$ cat src/rtl/ram_bus_controller.sv
// ram_bus_controller: single-request initiator for an 8-bit asynchronous SRAM
// bus. Sequences A/D/CS_BAR/WE_BAR through setup, strobe and hold phases with
// programmable strobe widths, and returns a one-cycle response pulse.
//
// Optional write-verify readback: define RAM_CTRL_WRVERIFY_EN.
//
// state    | meaning
// ---------+---------------------------------------------------------------
// IDLE     | ready for a request, bus parked (CS_BAR=1, WE_BAR=0)
// SETUP    | address/data/WE_BAR driven, CS_BAR still high
// STROBE   | CS_BAR low for RD_WAIT or WR_WAIT cycles (down-counter)
// END      | CS_BAR high, pins held for hold time, response (unless verify)
// V_SETUP  | verify: WE_BAR back to read, address held, CS_BAR high
// V_STROBE | verify: CS_BAR low for RD_WAIT cycles, readback captured
// V_END    | verify: CS_BAR high, response with rsp_err

module ram_bus_controller #(
  parameter int ADDR_W  = 8,
  parameter int DATA_W  = 8,
  parameter int RD_WAIT = 3,
  parameter int WR_WAIT = 2
) (
  input  logic              clk,
  input  logic              rst_n,
  input  logic              req_valid,
  output logic              req_ready,
  input  logic              req_we,
  input  logic [ADDR_W-1:0] req_addr,
  input  logic [DATA_W-1:0] req_wdata,
  output logic              rsp_valid,
  output logic [DATA_W-1:0] rsp_rdata,
  output logic              rsp_err,
  output logic [ADDR_W-1:0] A,
  output logic [DATA_W-1:0] D,
  input  logic [DATA_W-1:0] O,
  output logic              CS_BAR,
  output logic              WE_BAR
);

  localparam int MAX_WAIT = (RD_WAIT > WR_WAIT) ? RD_WAIT : WR_WAIT;
  localparam int CNT_W    = (MAX_WAIT < 2) ? 1 : $clog2(MAX_WAIT + 1);

`ifdef RAM_CTRL_WRVERIFY_EN
  typedef enum logic [2:0] {
    IDLE, SETUP, STROBE, END, V_SETUP, V_STROBE, V_END
  } state_t;
`else
  typedef enum logic [1:0] {
    IDLE, SETUP, STROBE, END
  } state_t;
`endif

  state_t            state, state_nxt;
  logic [CNT_W-1:0]  cnt;
  logic [ADDR_W-1:0] addr_q;
  logic [DATA_W-1:0] wdata_q;
  logic              we_q;
  logic [DATA_W-1:0] rdata_q;
`ifdef RAM_CTRL_WRVERIFY_EN
  logic              err_q;
`endif

  assign A         = addr_q;
  assign D         = wdata_q;
  assign rsp_rdata = rdata_q;

  // State register
  always_ff @(posedge clk or negedge rst_n) begin
    if (!rst_n) state <= IDLE;
    else        state <= state_nxt;
  end

  // Request latch, strobe down-counter and read/verify data capture
  always_ff @(posedge clk or negedge rst_n) begin
    if (!rst_n) begin
      addr_q  <= '0;
      wdata_q <= '0;
      we_q    <= 1'b0;
      cnt     <= '0;
      rdata_q <= '0;
`ifdef RAM_CTRL_WRVERIFY_EN
      err_q   <= 1'b0;
`endif
    end else begin
      if (state == IDLE && req_valid) begin
        addr_q  <= req_addr;
        wdata_q <= req_wdata;
        we_q    <= req_we;
      end
      if (state == SETUP)
        cnt <= we_q ? CNT_W'(WR_WAIT - 1) : CNT_W'(RD_WAIT - 1);
      else if (state == STROBE && cnt != '0)
        cnt <= cnt - 1'b1;
`ifdef RAM_CTRL_WRVERIFY_EN
      else if (state == V_SETUP)
        cnt <= CNT_W'(RD_WAIT - 1);
      else if (state == V_STROBE && cnt != '0)
        cnt <= cnt - 1'b1;
      if (state == V_STROBE && cnt == '0)
        err_q <= (O != wdata_q);
`endif
      if (state == STROBE && cnt == '0 && !we_q)
        rdata_q <= O;
    end
  end

  // Next-state and bus pin decode
  always_comb begin
    state_nxt = state;
    req_ready = 1'b0;
    CS_BAR    = 1'b1;
    WE_BAR    = 1'b0;
    rsp_valid = 1'b0;
    rsp_err   = 1'b0;
    case (state)
      IDLE: begin
        req_ready = 1'b1;
        if (req_valid) state_nxt = SETUP;
      end
      SETUP: begin
        WE_BAR    = we_q;
        state_nxt = STROBE;
      end
      STROBE: begin
        CS_BAR = 1'b0;
        WE_BAR = we_q;
        if (cnt == '0) state_nxt = END;
      end
      END: begin
        WE_BAR = we_q;
`ifdef RAM_CTRL_WRVERIFY_EN
        if (we_q) begin
          state_nxt = V_SETUP;
        end else begin
          rsp_valid = 1'b1;
          state_nxt = IDLE;
        end
`else
        rsp_valid = 1'b1;
        state_nxt = IDLE;
`endif
      end
`ifdef RAM_CTRL_WRVERIFY_EN
      V_SETUP: begin
        state_nxt = V_STROBE;
      end
      V_STROBE: begin
        CS_BAR = 1'b0;
        if (cnt == '0) state_nxt = V_END;
      end
      V_END: begin
        rsp_valid = 1'b1;
        rsp_err   = err_q;
        state_nxt = IDLE;
      end
`endif
      default: state_nxt = IDLE;
    endcase
  end

endmodule

$ cat config.mk
export PLATFORM = sky130hd
export DESIGN_NAME = ram_bus_controller
export DESIGN_NICKNAME = d
export VERILOG_FILES = /design/src/rtl/ram_bus_controller.sv
export SDC_FILE = /design/constraint.sdc
export NUM_CORES = 1
export LEC_CHECK = 0
export ABC_CLOCK_PERIOD_IN_PS = 1800
export BUFFER_PORTS_ARGS = -buffer_cell sky130_fd_sc_hd__buf_2
export CAP_MARGIN = 5
export CELL_PAD_IN_SITES_DETAIL_PLACEMENT = 1
export CELL_PAD_IN_SITES_GLOBAL_PLACEMENT = 1
export CORE_UTILIZATION = 30
export CTS_CLUSTER_SIZE = 16
export DETAILED_ROUTE_END_ITERATION = 6
export GPL_ROUTABILITY_DRIVEN = 1
export HOLD_SLACK_MARGIN = 0.02
export PLACE_DENSITY_LB_ADDON = 0.1
export REMOVE_ABC_BUFFERS = 1
export SKIP_LAST_GASP = 1
export SYNTH_ARGS = -nofsm -noshare
export SYNTH_HDL_FRONTEND = slang
export SYNTH_SLANG_ARGS = --single-unit
$ cat constraint.sdc
create_clock -name clk -period 1.8 [get_ports clk]
set_input_delay 0.18 -clock clk [delete_from_list [all_inputs] [get_ports clk]]
set_output_delay 0.18 -clock clk [all_outputs]
set_load 0.02 [all_outputs]
==> After elaboration in Yosys (flattened, before gate mapping) <==
Index checks and enable logic that the tools add are counted.
{ "totals": {"reg_bits": 29, "latchBits": 0, "mem_bits_rw": 0, "romBits": 0, "inputBits": 28, "word_cells": 33, "mem_count": 0} }
{ "op_classes": {"n_addsub": 1, "multipliers": 0, "n_div": 0, "magnitude_cmp": 0, "n_eq_ne": 5, "shift": 0, "muxes": 10, "n_bitwise": 0, "n_reduce_logical": 11} }
{ "op_table": {"columns": ["op", "n"], "rows": [
  ["2-bit two-way mux", 5],
  ["2-bit case mux with 4 select lines", 1],
  ["2-bit equality test, second input constant", 2],
  ["1-bit logical AND", 4],
  ["2-bit zero test", 2],
  ["1-bit two-way mux", 4],
  ["2-bit nonzero test", 2],
  ["3-bit OR reduction", 1],
  ["2-bit by 1-bit equality test with 1-bit output, second input constant", 1],
  ["2-bit by 1-bit != test with 1-bit output, second input constant", 1],
  ["2-bit != test, second input constant", 1],
  ["2-bit AND reduction", 1],
  ["2-bit by 1-bit subtractor with 2-bit output, second input constant", 1],
  ["1-bit zero test", 1]
]} }

==> Logic depth before layout (Yosys ltp) <==
Gate-level depths: netlist of run 1.
{ "depth": {"depth_word": 4, "mapped_depth": 5} }

==> Worst setup path after synthesis of run 1 <==
No wires, ideal clock.
{ "synth_path": {"kind": "register -> register", "start": "register state[0]", "end": "register addr_q[0], in the netlist A[0]", "setup_time_ns": 0.125, "t_arrival_ns": 1.444, "t_required_ns": 1.675, "setup_slack_ns": 0.231, "stages_incl_launch_ff": 6, "period_less_slack_ns": 1.569, "path_cell_list": "dfrtp_1 -> inv_1 -> ha_1 -> nand2_4 -> buf_6 -> mux2_4"} }
{ "synth_between": {"elab_chain_len": 2} }
{ "synth_lines": {"columns": ["element", "line_no", "text"], "rows": [
  ["start, declared", "53", "state_t state, state_nxt;"],
  ["start signal, assigned", "70", "else state <= state_nxt;"],
  ["2-bit zero test", "85", "if (state == IDLE && req_valid) begin"],
  ["1-bit logical AND", "85", null],
  ["end signal, assigned", "86", "addr_q <= req_addr;"],
  ["end, declared", "55", "logic [ADDR_W-1:0] addr_q;"]
]} }
No other way between the ends.
A chain may end at the register's enable or synchronous reset.

==> Worst setup path after layout of run 1 <==
{ "layout_path": {"start": "register state[0]", "end": "output WE_BAR"} }
{ "layout_between": {"elab_chain_len": 3, "word_cells_on_any_way": 5, "classes_between": "3 x eq/ne; 1 x mux; 1 x reduce/logical"} }
{ "layout_lines": {"columns": ["element", "line_no", "text"], "rows": [
  ["2-bit by 1-bit equality test with 1-bit output or 2-bit equality test (tied branches)", "115", "case (state)"],
  ["3-bit OR reduction (no line) (*)", null, null],
  ["1-bit two-way mux (*)", "115", null],
  ["end, declared", "37", "output logic WE_BAR"]
]} }
Mark *: on every way between the ends. The rest lies on a longest branch, timed or not.

==> results of run 1 <==
-- registers in the layout (all words and copies together), names as in the netlist --
name	cells
A	8
D	8
cnt	2
rsp_rdata	8
state	2
we_q	1
-- power by group --
part           leakage, uW  internal, uW  switching, uW  total (uW)
logic             0.000522           804            876        1680
clock network    0.0000443           302            223         525
registers         0.000341           996            181        1180
total             0.000907          2100           1280        3380
-- stage by stage --
stage	utilization	worst slack (ns)	cells	hold slack (ns)	total power [uW]
3_3_place_gp	0.395	0.325	183	0.250	2830
5_1_grt	0.419	0.0817	191	0.131	3640
4_1_cts	0.419	0.165	191	0.124	3460
6_report	0.419	0.186	191	0.133	3380
2_1_floorplan	-	0.268	78	-0.116	2380
3_5_place_dp	0.395	0.268	183	0.256	2900
-- layout by cell type (no fill, tap or decap), types with 6 or more instances in the layout --
master | Yosys | final
mux2_4 | 10 | 10
ha_1 | 6 | 6
buf_2 | 0 | 55
clkbuf_8 | 0 | 6
dfrtp_1 | 29 | 29
mux2_2 | 18 | 18
inv_1 | 6 | 6
-- cell usage after synthesis --
| cell type | count | area, um2 |
|---|---|---|
| xnor2_1 | 1 | 8.76 |
| mux2_2 | 18 | 203 |
| mux2i_1 | 1 | 10.0 |
| inv_1 | 6 | 22.5 |
| buf_4 | 1 | 7.51 |
| mux2_4 | 10 | 150 |
| dfrtp_1 | 29 | 726 |
| conb_1 | 1 | 3.75 |
| ha_1 | 6 | 75.1 |
| and2b_1 | 1 | 7.51 |
| buf_6 | 1 | 11.3 |
| a21oi_1 | 1 | 5.00 |
| o32a_1 | 1 | 10.0 |
| nor2b_4 | 1 | 13.8 |
| nand3b_4 | 1 | 20.0 |
| nand2_4 | 1 | 11.3 |
-- final cells by class --
class	count	area, um2	share of cell area
multi-input combinational	43	518	0.305
clock buffer	7	86.3	0.0508
sequential	29	726	0.427
inverter	6	22.5	0.0132
timing repair buffer	56	285	0.168
tap	50	62.6	0.0368
-- how the worst max path moves through the flow --
stage	end	slack [ns]	cells after the start
after global routing	WE_BAR	0.08	4
after CTS	WE_BAR	0.17	4
after global placement	state[1]$_DFFE_PN0P_	0.32	5
after detailed placement	D[3]$_DFFE_PN0P_	0.27	4
after floorplan	A[0]$_DFFE_PN0P_	0.27	4
final	WE_BAR	0.19	4
-- cells by family (layout without fill, tap and decap cells) --
kind of cell    count (synthesis)  count (layout)
compound gates                  2               2
xor+xnor                        1               1
fa+ha+maj                       6               6
buf+inv                         8              69
flops                          29              29
mux                            29              29
other cells                     1               1
simple gates                    4               4
-- worst reg2reg max path: cells and delay by family, from the launching register on --
kind,cells,cell delay [ns]
buffers and inverters,1,0.09
multiplexers,1,0.39
AND/OR/NAND/NOR,1,0.25
flip-flops,1,0.42
adder cells (fa/ha/maj),1,0.26
-- repair_timing --
action | in CTS | in global routing
setup endpoints to repair | 0 | 0
hold endpoints to repair | 29 | 0
buffers inserted | 0 | 0
hold buffers | 1 | 0
-- per-layer routing --
metal / GRT usage / wire length, um
met5: 0 / 0
met4: 0.0798 / 54
met3: 0.0473 / 191
met2: 0.201 / 1250
met1: 0.145 / 978
==> summary.md, run 1 <==
| Metric | Value |
|---|---|
| Core ar. | `slightly above 4000 um2` |
| Crit path time final | `approximately 1.6 ns` |
| Rel. slew slack | `0.570` |
| H-tree depth | `2` |
| Total global-route track usage | `0.127` |
| Sequential-to-total area share from yosys stat | `0.565` |
| Die Area | `about 4500 um2` |
| Compound-Gate Fraction of Synth Area | `0.0117` |
| Drt via density | `approximately 4.5` |
| Max_cap viols | `0` |
| CTS tree | `yes` |
| Critical path class | `register to output pin` |
| RR Endpoint | `D[3]$_DFFE_PN0P_` |
| Root Driver | `clkbuf_8` |
| Clock sinks | `29` |
| Gr ovfl total | `0` |
| 1st-iter DRT viols | `34` |
| Area Overhead vs Synth | `32.3%` |
| Hold Crit Start | `req_wdata[4]` |
| # DRC | `0` |
| CTS resizes | `0` |
| Initial antenna violation count | `0` |
| DRT Pass-1 Iters | `2` |
| # setup viols final | `0` |
| Post-route cell area | `1700 um2` |
| Endpoints failing hold | `0` |
| Synthesized instance count | `80` |
| Final Max Slew Viols | `0` |
| Post-synthesis mux area share | `0.282` |
| FMAX | `about 0.62 GHz` |
| Seq cells post-synth | `29` |
| Worst-margin pin slew | `0.645 ns` |
| Boundary Pins | `57` |
| Worst reg2reg path depth | `4` |
| Reg2reg start | `state[1]$_DFFE_PN0P_` |
| Final TNS setup | `0 ns` |
| Area of placed instances | `between 1500 and 2000 um2` |
| Distinct cell type count after synthesis | `16` |
| Worst R2R Setup Slack | `about 0.27 ns` |
| Worst path top cell family by delay | `flip-flops` |
| P_leak | `a little over 0.0009 uW` |
| Post-Synth Adder-Cell Area | `0.0584` |
| ANT nets after route | `0` |
| Power per cell area | `approximately 2000 nW/um2` |
| First-pass GRT wire length | `approximately 4000 um` |
| Worst stage delay on the critical path | `about 0.4 ns` |
| Total of warnings raised by yosys | `0` |
| Hold Path Class | `input pin to register` |
| Crit path max fanout | `5` |
| Critical Path Sink Type | `output pin` |
| CP startpoint kind | `register` |
| Std-Cell Rows | `23` |
| Run status | `complete, no violations` |
| Num CTS Buffers | `5` |
| Critical Path RT | `1.62 ns` |
| Worst path arrival time | `~1.4 ns` |
| Max clock buf depth | `2` |
| Clock transition at the registers of the reported paths | `0.06 ns` |
| Maximum vdd ir drop | `730 uV` |
| Syn Std Cell Area | `roughly 1300 um2` |
| Placer Congestion | `0.682` |
| WP buf/inv | `2` |
| Hold endpoint | `D[4]$_DFFE_PN0P_` |
| Worst skew pair latency | `between 0.2 and 0.3 ns` |
| Ratio of cells with drive above 1 in the final layout | `0.652` |
| Final Cycle Share | `0.897` |
| Post-DP HPWL | `1850 um` |
| Ant diodes | `0` |
| Final net count | `~180` |
| Fill count | `448` |
| Syn Area/Cell | `16.1 um2` |
| Initial core utilization | `0.317` |
| Xor and xnor area share after synthesis | `0.00682` |
| Routed WL | `2470 um` |
| Post-Synth Simple-Gate Area | `0.0409` |
| CP max stage cell | `dfrtp_1` |
| Port-buffer cells | `between 50 and 60` |
| Chip width | `between 60 and 70 um` |
| Hold Path Stages | `2` |
| Critical Path Start | `state[0]$_DFFE_PN0P_` |
| Routed vias | `roughly 870` |
| Main combinational cell family by area after synthesis | `multiplexers` |
| RSZ-0062 raised after global routing | `no` |
| Final Skew | `0.00514 ns` |
| Drt wl/cell | `between 10 and 15 um` |
| Die height | `around 67 um` |
| Critical-path cell list | `inv_1 > ha_1 > and2b_1 > buf_2` |
| Largest net degree at the start of global routing | `30` |
| Vias in the first global route | `905` |
Power figures use the tool's default switching activity.
==> inputs of run 2 (changes only) <==
CORE_UTILIZATION = 35   (was 30)
==> run 2 against run 1 <==
  * Maximum frequency decreased by 2.8%
  * Setup slack worse by 0.046 ns
  * Hold slack worse by 0.060 ns
  * Largest power group unchanged
  * Total power decreased by 4.2%
  * Via count down 2.7%
  * Global-route usage rose by 2.3 points
  * Non-clock buffer count unchanged
==> summary.md, run 2 (same netlist as run 1, synthesis figures left out) <==
| Metric | Value |
|---|---|
| Run status | `complete, no violations` |
| Drt wl/cell | `around 13 um` |
| Hold Path Stages | `2` |
| Leading cell types in the layout, fill and taps excluded | `55 x buf_2, 29 x dfrtp_1, 18 x mux2_2, 10 x mux2_4, 6 x inv_1` |
| Fill count | `365` |
| Critical path class | `register to output pin` |
| Num CTS Buffers | `5` |
| Clock sinks | `29` |
| Gr ovfl total | `0` |
| Critical Path Sink Type | `output pin` |
| Rel. slew slack | `0.572` |
| Worst path arrival time | `about 1.5 ns` |
| ANT nets after route | `0` |
| Maximum vdd ir drop | `649 uV` |
| Final Max Slew Viols | `0` |
| Clock transition at the registers of the reported paths | `0.10 ns` |
| DRT Pass-1 Iters | `3` |
| Most common cell after layout, fill and taps aside | `buf_2` |
| CP max stage cell | `dfrtp_1` |
| Critical-path cell list | `inv_1 > ha_2 > and2b_1 > buf_2` |
| Largest net degree at the start of global routing | `30` |
| NetSw | `roughly 1300 uW` |
| Area Overhead vs Synth | `29.4%` |
| Core ar. | `3420 um2` |
| Critical Path RT | `around 1.6 ns` |
| CTS tree | `yes` |
| Initial antenna violation count | `0` |
| Comb pwr share | `0.519` |
| Reg2reg start | `state[0]$_DFFE_PN0P_` |
| # DRC | `0` |
| Final Skew | `0.00809 ns` |
| Crit path max fanout | `5` |
| Std-Cell Rows | `21` |
| 1st-iter DRT viols | `10` |
| Chip width | `approximately 63 um` |
| First-pass GRT wire length | `around 4400 um` |
| Die Area | `~4000 um2` |
| Max_cap viols | `0` |
| FMAX | `approximately 0.60 GHz` |
| Final Cycle Share | `0.922` |
| Ant diodes | `0` |
| Placer Congestion | `approximately 0.64` |
| Endpoints failing hold | `0` |
| Register share of total power | `0.364` |
| Post-DP HPWL | `roughly 1900 um` |
| Initial core utilization | `0.376` |
| Ratio of cells with drive above 1 in the final layout | `0.662` |
| Hold Slack | `between 0.07 and 0.08 ns` |
| Drt via density | `around 4.5` |
| RSZ-0062 raised after global routing | `no` |
| Routed WL | `between 2000 and 3000 um` |
| Worst skew pair latency | `between 0.3 and 0.4 ns` |
| Routed vias | `approximately 840` |
| # Post-CTS Setup Buffers | `0` |
| # setup viols final | `0` |
| Boundary Pins | `57` |
| CP startpoint kind | `register` |
| Root Driver | `clkbuf_4` |
| Sw frac | `0.399` |
| H-tree depth | `2` |
| Hold Crit Start | `req_wdata[6]` |
| Worst R2R Setup Slack | `between 0.2 and 0.3 ns` |
| Post-Layout Cell Count | `188` |
| # placed instances | `around 180` |
| Final net count | `~180` |
| Worst-margin pin slew | `approximately 0.64 ns` |
| Port-buffer cells | `55` |
| Vias in the first global route | `between 900 and 1000` |
| Clock power frac | `0.117` |
| Hold Path Class | `input pin to register` |
| Pint | `roughly 1900 uW` |
| Worst stage delay on the critical path | `approximately 0.44 ns` |
| Tot Pwr | `3240 uW` |
| Final TNS setup | `0 ns` |
| Crit path time final | `1.66 ns` |
| Worst reg2reg path depth | `5` |
| Total global-route track usage | `0.150` |
| Hold endpoint | `D[6]$_DFFE_PN0P_` |
| Die height | `62.6 um` |
| Max clock buf depth | `2` |
| Power per cell area | `around 1900 nW/um2` |
| RR Endpoint | `state[1]$_DFFE_PN0P_` |
| P_leak | `~0.00089 uW` |
[run 2: what timing repair did]
item,CTS,global route
endpoints found under the setup margin,0,1
hold endpoints to repair,29,0
gates resized for setup,0,1
hold buffers,1,0
[run 2: routing by layer]
layer / vias up / part of all wire / global-route usage
met3: 5 / 0.068 / 0.0529
met1: 415 / 0.40 / 0.154
met4: 0 / 0.017 / 0.0785
met5: - / 0 / 0
li1: 390 / - / -
met2: 33 / 0.51 / 0.266
[run 2: area by class of cell]
| class | instances | area [um2] | area share |
|---|---|---|---|
| Clock buffer | 6 | 41.3 | 0.0248 |
| Clock inverter | 2 | 10.0 | 0.00602 |
| Inverter | 6 | 22.5 | 0.0135 |
| Multi-Input combinational cell | 43 | 520 | 0.313 |
| Sequential cell | 29 | 726 | 0.436 |
| Tap cell | 46 | 57.6 | 0.0346 |
| Timing Repair Buffer | 56 | 285 | 0.172 |
[run 2: critical path: cells and delay by family (launching register included)]
family                   cells  cell delay (ns)
flip-flops                   1             0.44
buffers and inverters        2             0.26
adder cells (fa/ha/maj)      1             0.25
AND/OR/NAND/NOR              1             0.19
[run 2: how the worst max path moves through the flow]
stage	startpoint	end	slack, ns
floorplan	state[0]$_DFFE_PN0P_	A[0]$_DFFE_PN0P_	0.27
global placement	state[0]$_DFFE_PN0P_	A[6]$_DFFE_PN0P_	0.33
detailed placement	state[1]$_DFFE_PN0P_	D[2]$_DFFE_PN0P_	0.27
CTS	state[1]$_DFFE_PN0P_	WE_BAR	0.06
global route	state[1]$_DFFE_PN0P_	WE_BAR	0.06
finish	state[1]$_DFFE_PN0P_	WE_BAR	0.14
[run 2: through the flow]
step,instance area [um2],util,setup WS (ns)
final,1660,0.487,0.140
after global routing,1660,0.487,0.0589
after global placement,1600,0.468,0.326
after detailed placement,1600,0.468,0.266
after CTS,1660,0.486,0.0635
after floorplan,1270,-,0.268
[run 2: power by group through the flow]
stage               Clock [uW]  Combinational [uW]  Sequential (uW)
finish                     378                1680             1180
CTS                        403                1710             1180
global route               437                1810             1230
global placement             0                1660             1170
floorplan                    0                 857             1520
detailed placement           0                1710             1190
